### config.mk
export PLATFORM = sky130hd
export DESIGN_NAME = calc_entry_flat
export DESIGN_NICKNAME = d
export VERILOG_FILES = /design/src/rtl/calc_entry_if.sv /design/src/rtl/calc_entry.sv /design/src/flat_wrapper.sv
export SDC_FILE = /design/constraint.sdc
export NUM_CORES = 1
export LEC_CHECK = 0
export CORE_ASPECT_RATIO = 2
export CORE_MARGIN = 2
export CORE_UTILIZATION = 35
export CTS_BUF_LIST = sky130_fd_sc_hd__clkbuf_2
export DETAILED_ROUTE_END_ITERATION = 7
export PLACE_DENSITY = 0.71
export SYNTH_ARGS = -nofsm -noshare
export SYNTH_HDL_FRONTEND = slang
export SYNTH_SLANG_ARGS = --single-unit
### constraint.sdc
create_clock -name clk -period 3.7 [get_ports clk]
set_clock_uncertainty 0.1 [all_clocks]
set_input_delay 0.74 -clock clk [delete_from_list [all_inputs] [get_ports clk]]
set_output_delay 0.74 -clock clk [all_outputs]
set_load 0.05 [all_outputs]
### src/rtl/calc_entry_if.sv
// calc_entry_if -- keypad / ALU / display bundle for the calculator entry block.
//   key_valid, key_code   : keypad strobe and 4-bit key code (into the block)
//   key_ready             : block can accept a key this cycle
//   num1_bcd, num2_bcd    : 4-digit BCD operands to the ALU
//   operation             : ALU op, 01 '+', 10 '-', 00 none
//   result_bcd            : combinational ALU result (into the block)
//   display_bcd           : value to show
//   result_valid          : one-cycle pulse when a new result is registered
// Modports: slave = calc_entry side, master = keypad/ALU/display side.
interface calc_entry_if;
    logic        key_valid;
    logic [3:0]  key_code;
    logic        key_ready;
    logic [15:0] num1_bcd;
    logic [15:0] num2_bcd;
    logic [1:0]  operation;
    logic [15:0] result_bcd;
    logic [15:0] display_bcd;
    logic        result_valid;

    modport slave (
        input  key_valid, key_code, result_bcd,
        output key_ready, num1_bcd, num2_bcd, operation, display_bcd, result_valid
    );
    modport master (
        output key_valid, key_code, result_bcd,
        input  key_ready, num1_bcd, num2_bcd, operation, display_bcd, result_valid
    );
endinterface

### src/rtl/calc_entry.sv
// calc_entry -- keypad entry state machine for a 4-digit BCD calculator.
// Collects two operands and an operation from keypad strobes, drives them
// to an external combinational ALU, registers the ALU result for one cycle
// in CALC and then shows it.
// Ports:
//   clk    : clock, all state on rising edge
//   rst_n  : asynchronous active-low reset
//   bus    : calc_entry_if.slave (keypad, ALU operands/result, display)
// Optional feature: define CALC_ENTRY_BACKSPACE_EN to make key E a backspace
// in ENTER_A/ENTER_B; otherwise E is ignored like F.
module calc_entry (
    input  logic          clk,
    input  logic          rst_n,
    calc_entry_if.slave   bus
);
    localparam logic [1:0] ENTER_A = 2'd0;
    localparam logic [1:0] ENTER_B = 2'd1;
    localparam logic [1:0] CALC    = 2'd2;
    localparam logic [1:0] SHOW    = 2'd3;

    localparam logic [3:0] K_ADD = 4'hA;
    localparam logic [3:0] K_SUB = 4'hB;
    localparam logic [3:0] K_EQ  = 4'hC;
    localparam logic [3:0] K_CLR = 4'hD;
    localparam logic [3:0] K_BS  = 4'hE;

    logic [1:0]  state_q, state_d;
    logic [15:0] num1_q, num1_d;
    logic [15:0] num2_q, num2_d;
    logic [2:0]  cnt1_q, cnt1_d;
    logic [2:0]  cnt2_q, cnt2_d;
    logic [1:0]  op_q, op_d;
    logic [15:0] result_q, result_d;
    logic        rvld_q, rvld_d;

    logic        key_ready;
    logic        accept;
    logic        is_digit;
    logic        is_addsub;
    logic [1:0]  key_op;
    logic [15:0] opnd, opnd_n;
    logic [2:0]  cnt, cnt_n;

    assign key_ready = (state_q != CALC);
    assign accept    = bus.key_valid && key_ready;
    assign is_digit  = (bus.key_code <= 4'd9);
    assign is_addsub = (bus.key_code == K_ADD) || (bus.key_code == K_SUB);
    assign key_op    = (bus.key_code == K_ADD) ? 2'b01 : 2'b10;

    always_comb begin
        state_d  = state_q;
        num1_d   = num1_q;
        num2_d   = num2_q;
        cnt1_d   = cnt1_q;
        cnt2_d   = cnt2_q;
        op_d     = op_q;
        result_d = result_q;
        rvld_d   = 1'b0;

        // Operand currently being edited and its edited value.
        opnd   = (state_q == ENTER_A) ? num1_q : num2_q;
        cnt    = (state_q == ENTER_A) ? cnt1_q : cnt2_q;
        opnd_n = opnd;
        cnt_n  = cnt;

        if (state_q == CALC) begin
            result_d = bus.result_bcd;
            rvld_d   = 1'b1;
            state_d  = SHOW;
        end else if (accept && bus.key_code == K_CLR) begin
            num1_d   = 16'h0000;
            num2_d   = 16'h0000;
            cnt1_d   = 3'd0;
            cnt2_d   = 3'd0;
            op_d     = 2'b00;
            result_d = 16'h0000;
            state_d  = ENTER_A;
        end else if (accept && (state_q == ENTER_A || state_q == ENTER_B)) begin
            if (is_digit) begin
                // Full operand ignores further digits; leading zeros are dropped.
                if (cnt != 3'd4 && !(bus.key_code == 4'd0 && cnt == 3'd0)) begin
                    opnd_n = {opnd[11:0], bus.key_code};
                    cnt_n  = cnt + 3'd1;
                end
            end
`ifdef CALC_ENTRY_BACKSPACE_EN
            else if (bus.key_code == K_BS) begin
                opnd_n = {4'h0, opnd[15:4]};
                cnt_n  = (cnt == 3'd0) ? 3'd0 : cnt - 3'd1;
            end
`endif
            else if (is_addsub) begin
                op_d = key_op;
                if (state_q == ENTER_A) begin
                    num2_d  = 16'h0000;
                    cnt2_d  = 3'd0;
                    state_d = ENTER_B;
                end
            end else if (bus.key_code == K_EQ && state_q == ENTER_B) begin
                state_d = CALC;
            end

            if (state_q == ENTER_A) begin
                num1_d = opnd_n;
                cnt1_d = cnt_n;
            end else begin
                num2_d = opnd_n;
                cnt2_d = cnt_n;
            end
        end else if (accept && state_q == SHOW) begin
            if (is_digit) begin
                num1_d  = {12'h000, bus.key_code};
                cnt1_d  = (bus.key_code == 4'd0) ? 3'd0 : 3'd1;
                num2_d  = 16'h0000;
                cnt2_d  = 3'd0;
                op_d    = 2'b00;
                state_d = ENTER_A;
            end else if (is_addsub) begin
                // The carried-over result is not editable, so its count is full.
                num1_d  = result_q;
                cnt1_d  = 3'd4;
                op_d    = key_op;
                num2_d  = 16'h0000;
                cnt2_d  = 3'd0;
                state_d = ENTER_B;
            end else if (bus.key_code == K_EQ) begin
                // Repeat-equals: previous result becomes the new first operand.
                num1_d  = result_q;
                cnt1_d  = 3'd4;
                state_d = CALC;
            end
        end
    end

    always_ff @(posedge clk or negedge rst_n) begin
        if (!rst_n) begin
            state_q  <= ENTER_A;
            num1_q   <= 16'h0000;
            num2_q   <= 16'h0000;
            cnt1_q   <= 3'd0;
            cnt2_q   <= 3'd0;
            op_q     <= 2'b00;
            result_q <= 16'h0000;
            rvld_q   <= 1'b0;
        end else begin
            state_q  <= state_d;
            num1_q   <= num1_d;
            num2_q   <= num2_d;
            cnt1_q   <= cnt1_d;
            cnt2_q   <= cnt2_d;
            op_q     <= op_d;
            result_q <= result_d;
            rvld_q   <= rvld_d;
        end
    end

    always_comb begin
        case (state_q)
            ENTER_A: bus.display_bcd = num1_q;
            ENTER_B: bus.display_bcd = (cnt2_q != 3'd0) ? num2_q : num1_q;
            default: bus.display_bcd = result_q;
        endcase
    end

    assign bus.key_ready    = key_ready;
    assign bus.num1_bcd     = num1_q;
    assign bus.num2_bcd     = num2_q;
    assign bus.operation    = op_q;
    assign bus.result_valid = rvld_q;
endmodule
### src/flat_wrapper.sv
// flat-port wrapper written by rule: the top's interface ports become plain ports
module calc_entry_flat 
  (clk, rst_n, bus_key_valid, bus_key_code, bus_result_bcd, bus_key_ready, bus_num1_bcd, bus_num2_bcd, bus_operation, bus_display_bcd, bus_result_valid);
  calc_entry_if bus_i ();
  input  logic clk;
  input  logic rst_n;
  input wire logic [$bits(bus_i.key_valid)-1:0] bus_key_valid;
  input wire logic [$bits(bus_i.key_code)-1:0] bus_key_code;
  input wire logic [$bits(bus_i.result_bcd)-1:0] bus_result_bcd;
  output wire logic [$bits(bus_i.key_ready)-1:0] bus_key_ready;
  output wire logic [$bits(bus_i.num1_bcd)-1:0] bus_num1_bcd;
  output wire logic [$bits(bus_i.num2_bcd)-1:0] bus_num2_bcd;
  output wire logic [$bits(bus_i.operation)-1:0] bus_operation;
  output wire logic [$bits(bus_i.display_bcd)-1:0] bus_display_bcd;
  output wire logic [$bits(bus_i.result_valid)-1:0] bus_result_valid;
  assign bus_i.key_valid = bus_key_valid;
  assign bus_i.key_code = bus_key_code;
  assign bus_i.result_bcd = bus_result_bcd;
  assign bus_key_ready = bus_i.key_ready;
  assign bus_num1_bcd = bus_i.num1_bcd;
  assign bus_num2_bcd = bus_i.num2_bcd;
  assign bus_operation = bus_i.operation;
  assign bus_display_bcd = bus_i.display_bcd;
  assign bus_result_valid = bus_i.result_valid;
  calc_entry u_core (.clk(clk), .rst_n(rst_n), .bus(bus_i));
endmodule
* Word-level counts from Yosys, hierarchy flattened
Index checks and enable logic that the tools add are counted.
** Storage, ports and cells
- Register bits after elaboration :: 59
- Bits of input ports :: 23
- Output and inout bits :: 52
- Word-level logic and storage cells :: 107
** Cells by class
- $add $sub $neg :: 1
- Order comparisons :: 1
- Equality and inequality tests :: 15
- Multiplexer cells :: 58
- Bitwise operators :: 1
- Reductions and logical operators :: 23
** Operators with widths (count)
- 16-bit 2-to-1 mux :: 20
- 3-bit 2-to-1 mux :: 17
- 2-bit 2-to-1 mux :: 18
- 16-bit one-hot mux with 2 select lines :: 1
- 4-bit equality test (second input constant) :: 4
- 4-bit inequality test (second input constant) :: 2
- 1-bit logical AND :: 7
- 3-bit inequality test (second input constant) :: 2
- 3-bit AND reduction :: 2
- 3-bit nonzero test :: 2
- 6-bit nonzero test :: 1
- 5-bit by 2-bit inequality test with 1-bit output (second input constant) :: 1
- 5-bit inequality test (second input constant) :: 1
- 5-bit AND reduction :: 1
- 5-bit nonzero test :: 1
- 2-bit equality test (second input constant) :: 2
- 4-bit <= comparator (second input constant) :: 1
- 4-bit zero test :: 1
- 4-bit AND reduction :: 1
- 4-bit nonzero test :: 1
- 3-bit by 1-bit adder with 3-bit output (second input constant) :: 1
- 3-bit zero test :: 1
- 3-bit by 1-bit inequality test with 1-bit output (second input constant) :: 1
- 2-bit by 1-bit equality test with 1-bit output (second input constant) :: 1
- 7 further kinds :: 9

* Longest topological paths before layout
- Depth in word-level cells :: 11
- Mapped depth :: 11

* Least setup slack after synthesis
Ideal clock, no wire load.
- Path type :: flip-flop to output port
- Start :: reg u_core.cnt2_q[2]
- End :: out bus_display_bcd[10]
- Data arrival time :: 2.559 ns
- Slack :: 0.301 ns
- Stages on the path, launching flop included :: 5
- Buffers on the path :: 1
- Path through :: dfrtp_1 -> o31ai_2 -> buf_2 -> mux2i_1 -> o21ai_0
** On the way
- Word-level cells in the longest chain between the ends :: 3
** RTL lines
- from (decl) :: RTL line calc_entry.sv:31 : logic [2:0] cnt2_q, cnt2_d;
- from (signal assigned) :: RTL line calc_entry.sv:150 : cnt2_q <= cnt2_d;
- 3-bit nonzero test :: RTL line calc_entry.sv:160 : ENTER_B: bus.display_bcd = (cnt2_q != 3'd0) ? num2_q : num1_q;
- 16-bit 2-to-1 mux :: RTL line calc_entry.sv:160
- 16-bit one-hot mux with 2 select lines :: RTL line calc_entry.sv:158 : case (state_q)
- to (decl) :: RTL line flat_wrapper.sv:14 : output wire logic [$bits(bus_i.display_bcd)-1:0] bus_display_bcd;
Every way passes these cells.

* Final worst setup path
- Start :: reg u_core.state_q[0]
- End :: out bus_display_bcd[5]
** On the way
- Word-level cells in the longest chain between the ends :: 2
- Elaborated cells on any way between the ends :: 3
- Classes of those cells :: eq/ne (1); mux (1); reduce/logical (1)
** RTL lines
- from (decl) :: RTL line calc_entry.sv:27 : logic [1:0] state_q, state_d;
- from (signal assigned) :: RTL line calc_entry.sv:146 : state_q <= state_d;
- 2-bit by 1-bit equality test with 1-bit output / 2-bit zero test (equally long branches) :: RTL line calc_entry.sv:158
- 16-bit one-hot mux with 2 select lines * :: RTL line calc_entry.sv:158
Mark *: on every way between the ends. The rest lies on a longest branch, timed or not.

==> impl_metrics.env <==
export IMPL_track_usage=0.2078
export IMPL_final_nets=462
export IMPL_ant_nets=0
export IMPL_totalWireLength_mm=10.53
export IMPL_power_density_nw_per_um2=1020
export IMPL_clkTransAtPathRegs_ns=0.18
export IMPL_cts_hold_buf=0
export IMPL_dp_hpwl_mm=8.140
export IMPL_ios=75
export IMPL_first_pass_iters=5
export IMPL_drt_met1_wl_mm=3.640
export IMPL_cp_cell_sequence="o31ai_4 > buf_12 > mux2i_1 > o21ai_0 > clkdlybuf4s50_1"
export IMPL_routed_top_layer="met4"
export IMPL_drive_gt1_frac=0.1086
export IMPL_cts_root_buf="clkbuf_2"
export IMPL_worstSetupEndpointType="primary output"
export IMPL_cp_num_buf_inv=2
export IMPL_cp_startpoint="u_core.state_q[0]"
export IMPL_rsz0062_at_grt="no"
export IMPL_grt_pass1_vias=3095
export IMPL_cp_data_arrival_time_ns=2.70
export IMPL_worst_setup_path_start_kind="flop"
export IMPL_cts_sinks=59
export IMPL_criticalPathCategory="reg -> out"
export IMPL_avgSynthCellArea_sq_um=9.355
export IMPL_drt_iter0_drc=308
export IMPL_h_tree_depth=3
export IMPL_worst_skew_pair_late_latency_ns=0.50
export IMPL_dr_wl_met2_mm=5.470
export IMPL_async_flop_share=1.000
export IMPL_cts_made_buffers=9
export IMPL_place_congestion=0.9244
export IMPL_synth_cell_types=52
export IMPL_final_max_slew_violation_count=0
export IMPL_grt_max_degree=43
export IMPL_grt_pass1_wl_mm=16.17
export IMPL_reg2reg_from="u_core.state_q[0]"
export IMPL_cts_tree="built"
export IMPL_synth_edff_count=0
export IMPL_grt_overflow=0
export IMPL_route_detailed_drc=0
export IMPL_required_ns=2.86
export IMPL_yosysWarnings=0
export IMPL_vias=3115
export IMPL_crit_slowest_cell="clkdlybuf4s50_1"
export IMPL_ys_seq_area_frac=0.4372
export IMPL_worst_path_max_fanout=16
export IMPL_wl_per_cell_um=19.29
export IMPL_fin_tns_setup_ns=0
export IMPL_p_total_mw=4.482
export IMPL_vdd_drop_max_mv=0.3882
export IMPL_max_stage_delay_ns=0.84
export IMPL_setup_violations_final=0
export IMPL_worstMarginPinSlew_ns=0.8103
export IMPL_synth_area_sq_um=3377
export IMPL_final_common_cell="clkdlybuf4s50_1"
export IMPL_antenna_found_initial=0
export IMPL_die_area_sq_um=10500
export IMPL_p_leak_nw=1.883
export IMPL_wl_met3_um=399
export IMPL_synth_ff_type="dfrtp_1"
export IMPL_die_w_um=73.46
export IMPL_synth_fp_nets=386
export IMPL_start_util=0.3599
export IMPL_fin_crit_sh=0.9558
export IMPL_cts_max_path_buffers=2
export IMPL_num_rows=50
export IMPL_hold_viol_final=0
export IMPL_die_h_um=142.9
export IMPL_min_period_ns=3.536
export IMPL_path_delay_family="buffers and inverters"
export IMPL_vias_per_cell=5.705
export IMPL_netlist_instances=361
export IMPL_core_sq_um=9384
export IMPL_layout_common_cells="71 x clkdlybuf4s50_1, 59 x dfrtp_1, 36 x o21ai_0, 35 x nor2_1, 31 x mux2i_1"
export IMPL_hp_class="in -> async"
export IMPL_portBuffers=74
export IMPL_maxSlewHeadroom=0.4593
export IMPL_maxCapViolCount=0
export IMPL_area_growth_synth_to_final_pct=30.12
export IMPL_status="finished clean"
export IMPL_antenna_cells=0
export IMPL_fmax_mhz=282.8
export IMPL_synth_ff_latch_count=59
[path summary, 6_finish.rpt]
path	slack, ns	end	depth (start not counted)
max in group asynchronous	2.72	u_core.cnt1_q[2]	2
min reg2reg	0.44	u_core.cnt1_q[2]	1
max	0.16	bus_display_bcd[5]	5
min in group clk	0.44	u_core.cnt1_q[2]	1
min	0.06	u_core.bus.num1_bcd[3]	1
max reg2reg	0.49	u_core.cnt1_q[2]	9
[final cells by class]
type                            instances  area, sq um
Sequential cell                        59         1476
Timing Repair Buffer                   90        868.3
Clock buffer                            9        45.04
Fill cell                             902         4990
Clock inverter                          7        92.59
Inverter                               19        71.32
Multi-Input combinational cell        258         1710
Tap cell                              104        130.1
[synth_stat cells (all sizes together), types with 2 or more instances]
library cell,number,share of area
a32o,2,0.0059
and2,4,0.0074
inv,18,0.020
or3b,2,0.0059
clkbuf,12,0.013
a21o,2,0.0044
a22oi,13,0.029
ha,2,0.0074
a211oi,5,0.013
buf,13,0.024
and3,2,0.0037
nand3,6,0.0089
nor2,35,0.039
o21a,2,0.0044
nor2b,5,0.0093
a22o,16,0.041
mux2i,31,0.092
o211ai,6,0.013
nand2b,3,0.0056
a21oi,12,0.020
nor3,8,0.017
nand2,28,0.031
a31oi,6,0.016
mux2,2,0.0067
o31ai,3,0.012
o21ai,51,0.079
dfrtp,59,0.44
[flip-flops by register name (all words and copies together) (netlist names)]
signal and flops:
u_core.bus.num1_bcd 16, u_core.state_q 2, u_core.cnt2_q 3, u_core.bus.operation 2, u_core.bus.num2_bcd 16, u_core.result_q 16
u_core.cnt1_q 3, u_core.bus.result_valid 1
[worst reg2reg max path, cell delays in order (launching register included)]
cell and delay (ns):
dfrtp_1 0.61, nor2_1 0.17, buf_4 0.24, mux2i_1 0.36, ha_1 0.25, or3b_4 0.42
o31ai_4 0.34, o21a_1 0.30, nand2b_1 0.08, a32o_1 0.25
[through the flow]
step                cell area, sq um  cells  setup WS, ns  hold WS (ns)  utilization
floorplan                       3377    361        0.3006        0.3444            -
global placement                4227    528        0.2966        0.3724       0.4504
detailed placement              4227    528        0.2392        0.3977       0.4504
CTS                             4392    546        0.1177       0.04580       0.4680
global route                    4394    546       0.04723       0.05467       0.4683
finish                          4394    546        0.1637       0.06339       0.4683
[metal layers]
metal | GRT usage | vias up
met2 | 0.3510 | 133
li1 | - | 1456
met3 | 0.03176 | 47
met4 | 0.1866 | 0
met1 | 0.2105 | 1479
met5 | 0 | -
[cells by family (layout without fill, tap and decap cells)]
family | Yosys count | count (layout) | share of synthesized area
compound gates | 123 | 123 | 0.2523
simple gates | 99 | 99 | 0.1430
flops | 59 | 59 | 0.4372
buf+inv | 44 | 125 | 0.05890
mux | 33 | 33 | 0.09856
fa+ha+maj | 2 | 2 | 0.007409
xor+xnor | 1 | 1 | 0.002594
[what timing repair did]
action | in CTS | in global routing
setup endpoints to repair | 15 | 1
pin swaps | 1 | 0
setup buffers | 2 | 0
endpoints found under the hold margin | 0 | 0
resized for setup | 0 | 1
[power by group]
part / total [mW] / switching [mW] / leakage [nW] / internal [mW]
Sequential: 1.29 / 0.378 / 0.760 / 0.908
Clock: 0.477 / 0.256 / 0.0755 / 0.221
Combinational: 2.72 / 1.74 / 1.05 / 0.981
(Power assumes the default switching activity.)
